`config.mk`:
```
export PLATFORM = sky130hd
export DESIGN_NAME = logic_pipe
export DESIGN_NICKNAME = d
export VERILOG_FILES = /design/src/rtl/logic_pipe.sv
export SDC_FILE = /design/constraint.sdc
export NUM_CORES = 1
export LEC_CHECK = 0
export BUFFER_PORTS_ARGS = -buffer_cell sky130_fd_sc_hd__buf_2
export CELL_PAD_IN_SITES_DETAIL_PLACEMENT = 2
export CELL_PAD_IN_SITES_GLOBAL_PLACEMENT = 2
export CORE_AREA = 2 2 80 82
export CTS_CLUSTER_DIAMETER = 150
export CTS_CLUSTER_SIZE = 30
export DETAILED_ROUTE_END_ITERATION = 8
export DIE_AREA = 0 0 82 84
export GPL_ROUTABILITY_DRIVEN = 0
export HOLD_SLACK_MARGIN = 0.03
export PLACE_DENSITY = 0.88
export SYNTH_ARGS = -nofsm -noshare
export SYNTH_HDL_FRONTEND = slang
export SYNTH_SLANG_ARGS = --single-unit
```
`constraint.sdc`:
```
create_clock -name clk -period 2.9 [get_ports clk]
set_input_delay 0.58 -clock clk [delete_from_list [all_inputs] [get_ports clk]]
set_output_delay 0.58 -clock clk [all_outputs]
set_load 0.05 [all_outputs]
```
`src/rtl/logic_pipe.sv`:
```
// rtl/logic_pipe.sv - two-stage pipelined bitwise logic unit with stall/flush
// and a saturating count of retired results.
module logic_pipe #(
  parameter int W     = 8,
  parameter int CNT_W = 8
) (
  input  logic             clk,
  input  logic             reset,
  input  logic [W-1:0]     in_a,
  input  logic [W-1:0]     in_b,
  input  logic [1:0]       in_op,
  input  logic             in_valid,
  input  logic             stall,
  input  logic             flush,
  output logic [W-1:0]     out_result,
  output logic             out_zero,
  output logic             out_valid,
  output logic [CNT_W-1:0] done_cnt
);

  localparam logic [1:0] OP_AND = 2'b00;
  localparam logic [1:0] OP_OR  = 2'b01;
  localparam logic [1:0] OP_XOR = 2'b10;
  localparam logic [CNT_W-1:0] CNT_MAX = {CNT_W{1'b1}};

  logic             s1_valid;
  logic [W-1:0]     s1_a;
  logic [W-1:0]     s1_b;
  logic [1:0]       s1_op;
  logic [W-1:0]     s1_res;

  always_comb begin
    s1_res = '0;
    case (s1_op)
      OP_AND:  s1_res = s1_a & s1_b;
      OP_OR:   s1_res = s1_a | s1_b;
      OP_XOR:  s1_res = s1_a ^ s1_b;
      default: s1_res = ~(s1_a | s1_b);
    endcase
  end

  always_ff @(posedge clk) begin
    if (reset) begin
      s1_valid   <= 1'b0;
      s1_a       <= '0;
      s1_b       <= '0;
      s1_op      <= '0;
      out_result <= '0;
      out_zero   <= 1'b0;
      out_valid  <= 1'b0;
      done_cnt   <= '0;
    end else if (flush) begin
      s1_valid  <= 1'b0;
      out_valid <= 1'b0;
    end else if (!stall) begin
      s1_valid  <= in_valid;
      s1_a      <= in_a;
      s1_b      <= in_b;
      s1_op     <= in_op;
      out_valid <= s1_valid;
      if (s1_valid) begin
        out_result <= s1_res;
        out_zero   <= (s1_res == '0);
      end
      // The result leaving S2 on this edge retires; a stalled one waits here.
      if (out_valid && done_cnt != CNT_MAX) begin
        done_cnt <= done_cnt + 1'b1;
      end
    end
  end

endmodule
```
==> results of run 1 <==
where the power goes:
group | leakage [nW] | internal [W] | total, W | switching (W)
Clock | 0.0443 | 0.000189 | 0.000369 | 0.000180
Sequential | 0.300 | 0.000521 | 0.000538 | 0.0000167
Combinational | 0.592 | 0.0000494 | 0.000115 | 0.0000654
layer usage:
metal	wire length [um]	track usage
met1	2120	0.179
met2	2850	0.319
met3	158	0.0368
met4	132	0.0727
met5	0	0
final cells by class:
class,instances,area (um^2),share of cell area
clock buffer,7,86.3,0.0387
inverter,16,60.1,0.0269
multi-input combinational,166,1030,0.463
sequential,37,741,0.332
tap,77,96.3,0.0431
timing repair buffer,42,215,0.0964
flip-flops by register name (all words and copies together) (netlist names):
name	count
s1_op	2
s1_b	8
out_zero	1
s1_valid	1
done_cnt	8
out_valid	1
s1_a	8
out_result	8
stage by stage:
stage	setup WS (ps)	cells	total power [W]	hold slack, ps	area, um^2
floorplan	1170	233	0.000625	453	1910
global placement	918	338	0.000655	463	2150
detailed placement	764	338	0.000663	468	2150
CTS	892	345	0.00104	483	2230
global route	701	345	0.00107	499	2230
finish	905	345	0.00102	477	2230
cell usage in the layout, fill, tap and decap left out, drive strengths merged, types with 4 or more instances in the layout:
master  Yosys  routed
ha         17      17
buf         8      42
nor2       26      26
a211oi     12      12
clkbuf      6       7
dfxtp      37      37
mux2        6       6
xor2        4       4
a21oi      26      26
inv        16      16
o21ai       4       4
nor2b       4       4
nand4       5       5
nor3        4       4
nand2      43      43
critical path: cells and delay by family, from the launching register on:
kind	cells	cell delay, ps
flip-flops	1	810
AO/OA/AOI/OAI	3	400
buffers and inverters	1	260
AND/OR/NAND/NOR	3	460
cells by family after synthesis:
kind of cell | synth area share
fa+ha+maj | 0.111
xor+xnor | 0.0275
compound gates | 0.145
flops | 0.388
mux | 0.0550
simple gates | 0.203
buf+inv | 0.0707
how the worst min path moves through the flow:
| stage | end | slack (ps) | cells after the start |
|---|---|---|---|
| after floorplan | s1_b[0] | 450 | 2 |
| after global placement | s1_b[5] | 460 | 2 |
| after detailed placement | s1_b[5] | 470 | 2 |
| after CTS | s1_b[5] | 480 | 2 |
| after global routing | s1_b[5] | 500 | 2 |
| final | s1_b[5] | 480 | 2 |
==> results.cfg, run 1 <==
[cts]
clockBufferDepth = 2
cts_tree = done
cts_inserted_buffers = 5
post_cts_buffers = 0
htree_levels = 2
clk_pin_slew_ps = 70
cts-root-buf = clkbuf_8
insertion_delay_ps = 290
postCtsHoldBufs = 0
ctsResizeCount = 0
cts_sinks = 37

[synth]
avgSynthCellArea_um2 = 8.20
yosysWarningCount = 0
synthMostInstantiatedCell = nand2_1
yosysSeqAreaShare = 0.388
syn_inst = 233
synth-edff-count = 0
ys_types = 31
async_reset_ff_frac = 0
ys.flop_type = dfxtp_1
netlist.area_leader.share = 0.388
ys_seq_elements = 37
synthTopCellsByCount = 43 x nand2_1, 37 x dfxtp_1, 26 x a21oi_1
synth.net_count = 273
synth_area_leader_cell = dfxtp_1
syn_area_um2 = 1910
synth_area_leaders = dfxtp_1 39%, ha_1 11%, nand2_1 8.4%

[die]
pin_count = 41
coreArea_um2 = 6100
num_rows = 29
start_util = 0.313
die_area_um2 = 6890
die_width_um = 82
die_y_um = 84

[sta]
rsz0062_at_grt = no
fmax_mhz = 501
setup-tns-final_ps = 0
tightest_slew_ps = 757
fin_crit_ps = 1990
setup-violations-final = 0
timing.final.crit_share = 0.688
final_max_slew_viol_count = 0
relSlewSlack = 0.495
hold_viol = 0
clock_skew_ps = 4.41

[drt]
wire_per_inst_um = 15.3
via_count = 1696
drc_errors = 0
drt-total-wl_um = 5270
drtIter0Drc = 48
vias_per_cell = 4.92
drtAntennaViolNets = 0
first_pass_iters = 2

[setup_path]
cp-endpoint = out_zero
crit_arrival_ps = 2230
crit_required_ps = 3140
critPathLaunch = s1_op[0]
crit_slowest_cell = dfxtp_1
r2r_cells = 7
r2r_slack_ps = 910
crit_path_start_kind = register
cp_slowest_stage_delay_ps = 810
r2r_end = out_zero
worstPathMaxFanout = 21
crit_chain = buf_4 > nor2b_1 > o21ai_0 > o31ai_1 > nand4_1 > o21ai_1 > and2b_1
worst-setup-path-type = register to register
crit_path_end_kind = register
timing.rr.start = s1_op[0]

[global_route]
grt-ovfl-total = 0
grt_pass1_vias = 1951
grt_max_degree = 38
grt_first_pass_wirelength_um = 9040
track_usage = 0.171
antenna_found_initial = 0

[placed_design]
numPortBuffers = 40
dp_hpwl_um = 3740

[worst_hold_path]
hold_class = register to register
worstHoldStart = s1_b[5]

[cells_and_area]
post-route-util = 0.366
areaGrowthSynthToFinish_pct = 16.9
diodes = 0
drive_gt1_frac = 0.216
nets = 308
nFillCells = 734

[pwr]
power_leakage_nw = 0.936
power_density_nw_per_um2 = 457
vdd_ir_drop_max_mv = 0.217

[flow_run]
drv_cap = 0

[status]
status = finished clean
Note: power is estimated with default switching activity, not from simulation.
==> run 2, diff against run 1 <==
- CORE_AREA: 2 2 80 82 -> 2 2 82 84
- DIE_AREA: 0 0 82 84 -> 0 0 84 86
- PLACE_DENSITY: 0.88 -> 0.85
- clock period: 2.9 -> 2 ns (I/O delays scaled with it)
==> results.cfg, run 2 (synthesis gave the netlist of run 1 again) <==
[global_route]
grt_first_pass_wirelength_um = 8900
grt-ovfl-total = 0
use_met1 = 0.188
track_usage = 0.153
grt_use_met2 = 0.263
grt_pass1_vias = 1871
antenna_found_initial = 0
grt_max_degree = 27
use_met3 = 0.0327
grt.busiest_layer = met2

[worst_hold_path]
worstHoldStart = flush
hold_depth = 2
worstHoldEndpoint = s1_valid
hold_class = input pin to register

[cts]
clk_pin_slew_ps = 80
postCtsHoldBufs = 0
htree_levels = 2
ctsResizeCount = 0
cts_sinks = 37
insertion_delay_ps = 290
cts-root-buf = clkbuf_8
post_cts_buffers = 0
clockBufferDepth = 2
cts_tree = done
cts_inserted_buffers = 5

[sta]
rsz0062_at_grt = no
clock_skew_ps = 9.78
fmax_mhz = 565
setup-violations-final = 0
relSlewSlack = 0.605
final_max_slew_viol_count = 0
fin_ws_ps = 230
setup-tns-final_ps = 0
tightest_slew_ps = 592
fin_crit_ps = 1770
hold_viol = 0
timing.final.crit_share = 0.885

[die]
pin_count = 41
coreArea_um2 = 6280
start_util = 0.304
die_y_um = 86
die_width_um = 84
num_rows = 29
die_area_um2 = 7220

[setup_path]
crit_path_end_kind = register
r2r_end = out_zero
cp_slowest_stage_delay_ps = 360
crit_family = compound AO/OA/AOI/OAI gates
crit_required_ps = 2240
crit_chain = inv_1 > ha_1 > mux2_4 > a211oi_1 > nand4_1 > o21ai_1 > and2b_1
crit_arrival_ps = 2010
timing.rr.start = s1_a[4]
worst-setup-path-type = register to register
crit_slowest_cell = dfxtp_1
crit_path_start_kind = register
r2r_cells = 7
critPathLaunch = s1_a[4]
r2r_slack_ps = 230
worstPathMaxFanout = 3
cp_num_buf_inv = 1

[pwr]
p_sw_frac = 0.244
p_seq_frac = 0.474
clkPwrFrac = 0.421
power.internal_w = 0.00123
power_leakage_nw = 0.955
power_density_nw_per_um2 = 719
p_total_w = 0.00163
comb_power_share = 0.105
vdd_ir_drop_max_mv = 0.298
p_sw_w = 0.000399

[cells_and_area]
diodes = 0
drive_gt1_frac = 0.222
final_common_cell = nand2_1
areaGrowthSynthToFinish_pct = 18.9
nFillCells = 736
fin_cells = 347
layout_common_cells = 43 x nand2_1, 40 x buf_2, 37 x dfxtp_1, 26 x a21oi_1, 25 x nor2_1
nets = 309

[drt]
first_pass_iters = 4
drtAntennaViolNets = 0
drtIter0Drc = 43
drc_errors = 0
drt-total-wl_um = 5090
wire_per_inst_um = 14.7
via_count = 1673
vias_per_cell = 4.82

[flow_run]
drv_cap = 0

[placed_design]
pre_cts_ws_ps = 245
numPortBuffers = 40
dp_hpwl_um = 3760
numPlacedInstances = 339

[status]
status = finished clean
[run 2: cell count changes in the layout (fill, tap and decap cells not counted)]
cell | before | now
bufinv_16 | 0 | 1
buf_4 | 2 | 3
[run 2: worst max-delay path by stage]
stage                        endpoint  slack, ps  cells past startpoint
after floorplan           done_cnt[4]        270                      6
after global placement       out_zero        390                      7
after detailed placement     out_zero        240                      7
after CTS                    out_zero        220                      7
after global routing         out_zero        100                      7
final                        out_zero        230                      7
[run 2: per-stage QoR]
stage / hold slack [ps] / utilization / area, um^2
floorplan: 453 / - / 1910
global placement: 465 / 0.343 / 2150
detailed placement: 475 / 0.343 / 2150
CTS: 312 / 0.362 / 2270
global route: 313 / 0.362 / 2270
finish: 318 / 0.362 / 2270
[run 2: routing by layer]
layer / up-vias / wire length, um
met5: - / 0
met4: 0 / 57
met3: 4 / 151
met2: 31 / 2540
met1: 797 / 2330
li1: 841 / -
[run 2: layout make-up]
class	count	area (um^2)	share of cell area
multi-input cells	166	1030	0.456
flip-flops and latches	37	741	0.326
repair buffers	43	223	0.0981
well taps	77	96.3	0.0424
clock buffers	7	86.3	0.0380
inverters	16	60.1	0.0264
clock inverters	1	30.0	0.0132
[run 2: power by group through the flow]
| stage | clock, W | sequential (W) | combinational [W] |
|---|---|---|---|
| 5_1_grt | 0.000747 | 0.000778 | 0.000195 |
| 3_3_place_gp | 0 | 0.000790 | 0.000161 |
| 4_1_cts | 0.000715 | 0.000775 | 0.000175 |
| 3_5_place_dp | 0 | 0.000792 | 0.000171 |
| 6_report | 0.000688 | 0.000774 | 0.000171 |
| 2_1_floorplan | 0 | 0.000792 | 0.000114 |
==> run 3, diff against run 2 <==
- REMOVE_ABC_BUFFERS: default -> 1
==> results.cfg, run 3 (synthesis gave the netlist of run 1 again) <==
[status]
status = finished clean

[drt]
drtIter0Drc = 48
dr.max_layer_used = met4
wire_per_inst_um = 14.9
vias_per_cell = 4.94
drc_errors = 0
drtAntennaViolNets = 0
first_pass_iters = 4
met1_length_um = 2200
wl_met3_um = 211
via_count = 1723
drt-total-wl_um = 5200
wl_met2_um = 2740

[global_route]
antenna_found_initial = 0
grt_max_degree = 21
track_usage = 0.155
grt_pass1_vias = 1911
grt_first_pass_wirelength_um = 8940
grt-ovfl-total = 0

[cts]
cts-root-buf = clkbuf_8
insertion_delay_ps = 290
cts_sinks = 37
cts_inserted_buffers = 5
clk_pin_slew_ps = 70
ctsResizeCount = 0
post_cts_buffers = 0
postCtsHoldBufs = 0
clockBufferDepth = 2
htree_levels = 2
cts_tree = done

[cells_and_area]
areaGrowthSynthToFinish_pct = 19.1
layout_common_cells = 43 x nand2_1, 40 x buf_2, 37 x dfxtp_1, 26 x a21oi_1, 25 x nor2_1
nets = 312
ff_latch_area_um2 = 741
drive_gt1_frac = 0.228
multiInputGateArea_um2 = 1030
final_common_cell = nand2_1
diodes = 0
nFillCells = 737

[pwr]
p_total_w = 0.00148
power_leakage_nw = 0.961
power_density_nw_per_um2 = 652
vdd_ir_drop_max_mv = 0.250

[sta]
relSlewSlack = 0.590
hold_viol = 0
fmax_mhz = 583
tightest_slew_ps = 615
fin_crit_ps = 1710
rsz0062_at_grt = no
clock_skew_ps = 4.22
setup-tns-final_ps = 0
timing.final.crit_share = 0.857
final_max_slew_viol_count = 0
setup-violations-final = 0
whs_ps = 335

[flow_run]
drv_cap = 0

[die]
pin_count = 41
coreArea_um2 = 6280
die_y_um = 86
die_area_um2 = 7220
die_width_um = 84
num_rows = 29
start_util = 0.304

[placed_design]
numPortBuffers = 40
dp_hpwl_um = 3890

[setup_path]
r2r_slack_ps = 290
crit_required_ps = 2230
crit_path_start_kind = register
crit_path_end_kind = register
worstPathMaxFanout = 3
worst-setup-path-type = register to register
crit_arrival_ps = 1950

[worst_hold_path]
hold_class = input pin to register
run 3: area by class of cell:
class,count,area share
multi-input combinational,166,0.455
timing repair buffer,46,0.113
clock buffer,7,0.0379
sequential,37,0.325
tap,77,0.0423
inverter,16,0.0264
run 3: layer usage:
metal / GRT usage / vias to the layer above
met4: 0.0308 / 0
met1: 0.168 / 842
li1: - / 843
met2: 0.302 / 32
met5: 0 / -
met3: 0.0404 / 6
run 3: worst max-delay path, stage by stage, from the launching register on:
cell	delay [ps]
dfxtp_1	370
inv_1	60
ha_1	290
mux2_4	260
a211oi_1	300
nand4_1	130
o21ai_1	130
and2b_1	120
run 3: worst paths after layout:
| kind | from | cells past startpoint | to |
|---|---|---|---|
| hold / removal | flush | 2 | s1_valid |
| setup reg to reg | s1_a[4] | 7 | out_zero |
| setup / recovery | s1_a[4] | 7 | out_zero |
| hold reg to reg | s1_a[2] | 2 | s1_a[2] |
run 3: metrics by stage:
stage | cells | setup WS (ps) | utilization | cell area, um^2
5_1_grt | 349 | 149 | 0.363 | 2280
3_3_place_gp | 342 | 349 | 0.349 | 2190
4_1_cts | 349 | 275 | 0.363 | 2280
6_report | 349 | 285 | 0.363 | 2280
2_1_floorplan | 219 | 281 | - | 1840
3_5_place_dp | 342 | 187 | 0.349 | 2190
run 3: power by group:
part / internal, W / total [W] / leakage (nW) / switching (W)
Combinational: 0.0000783 / 0.000177 / 0.617 / 0.0000987
Sequential: 0.000756 / 0.000776 / 0.300 / 0.0000200
Clock: 0.000274 / 0.000531 / 0.0443 / 0.000257
Total: 0.00111 / 0.00148 / 0.961 / 0.000376
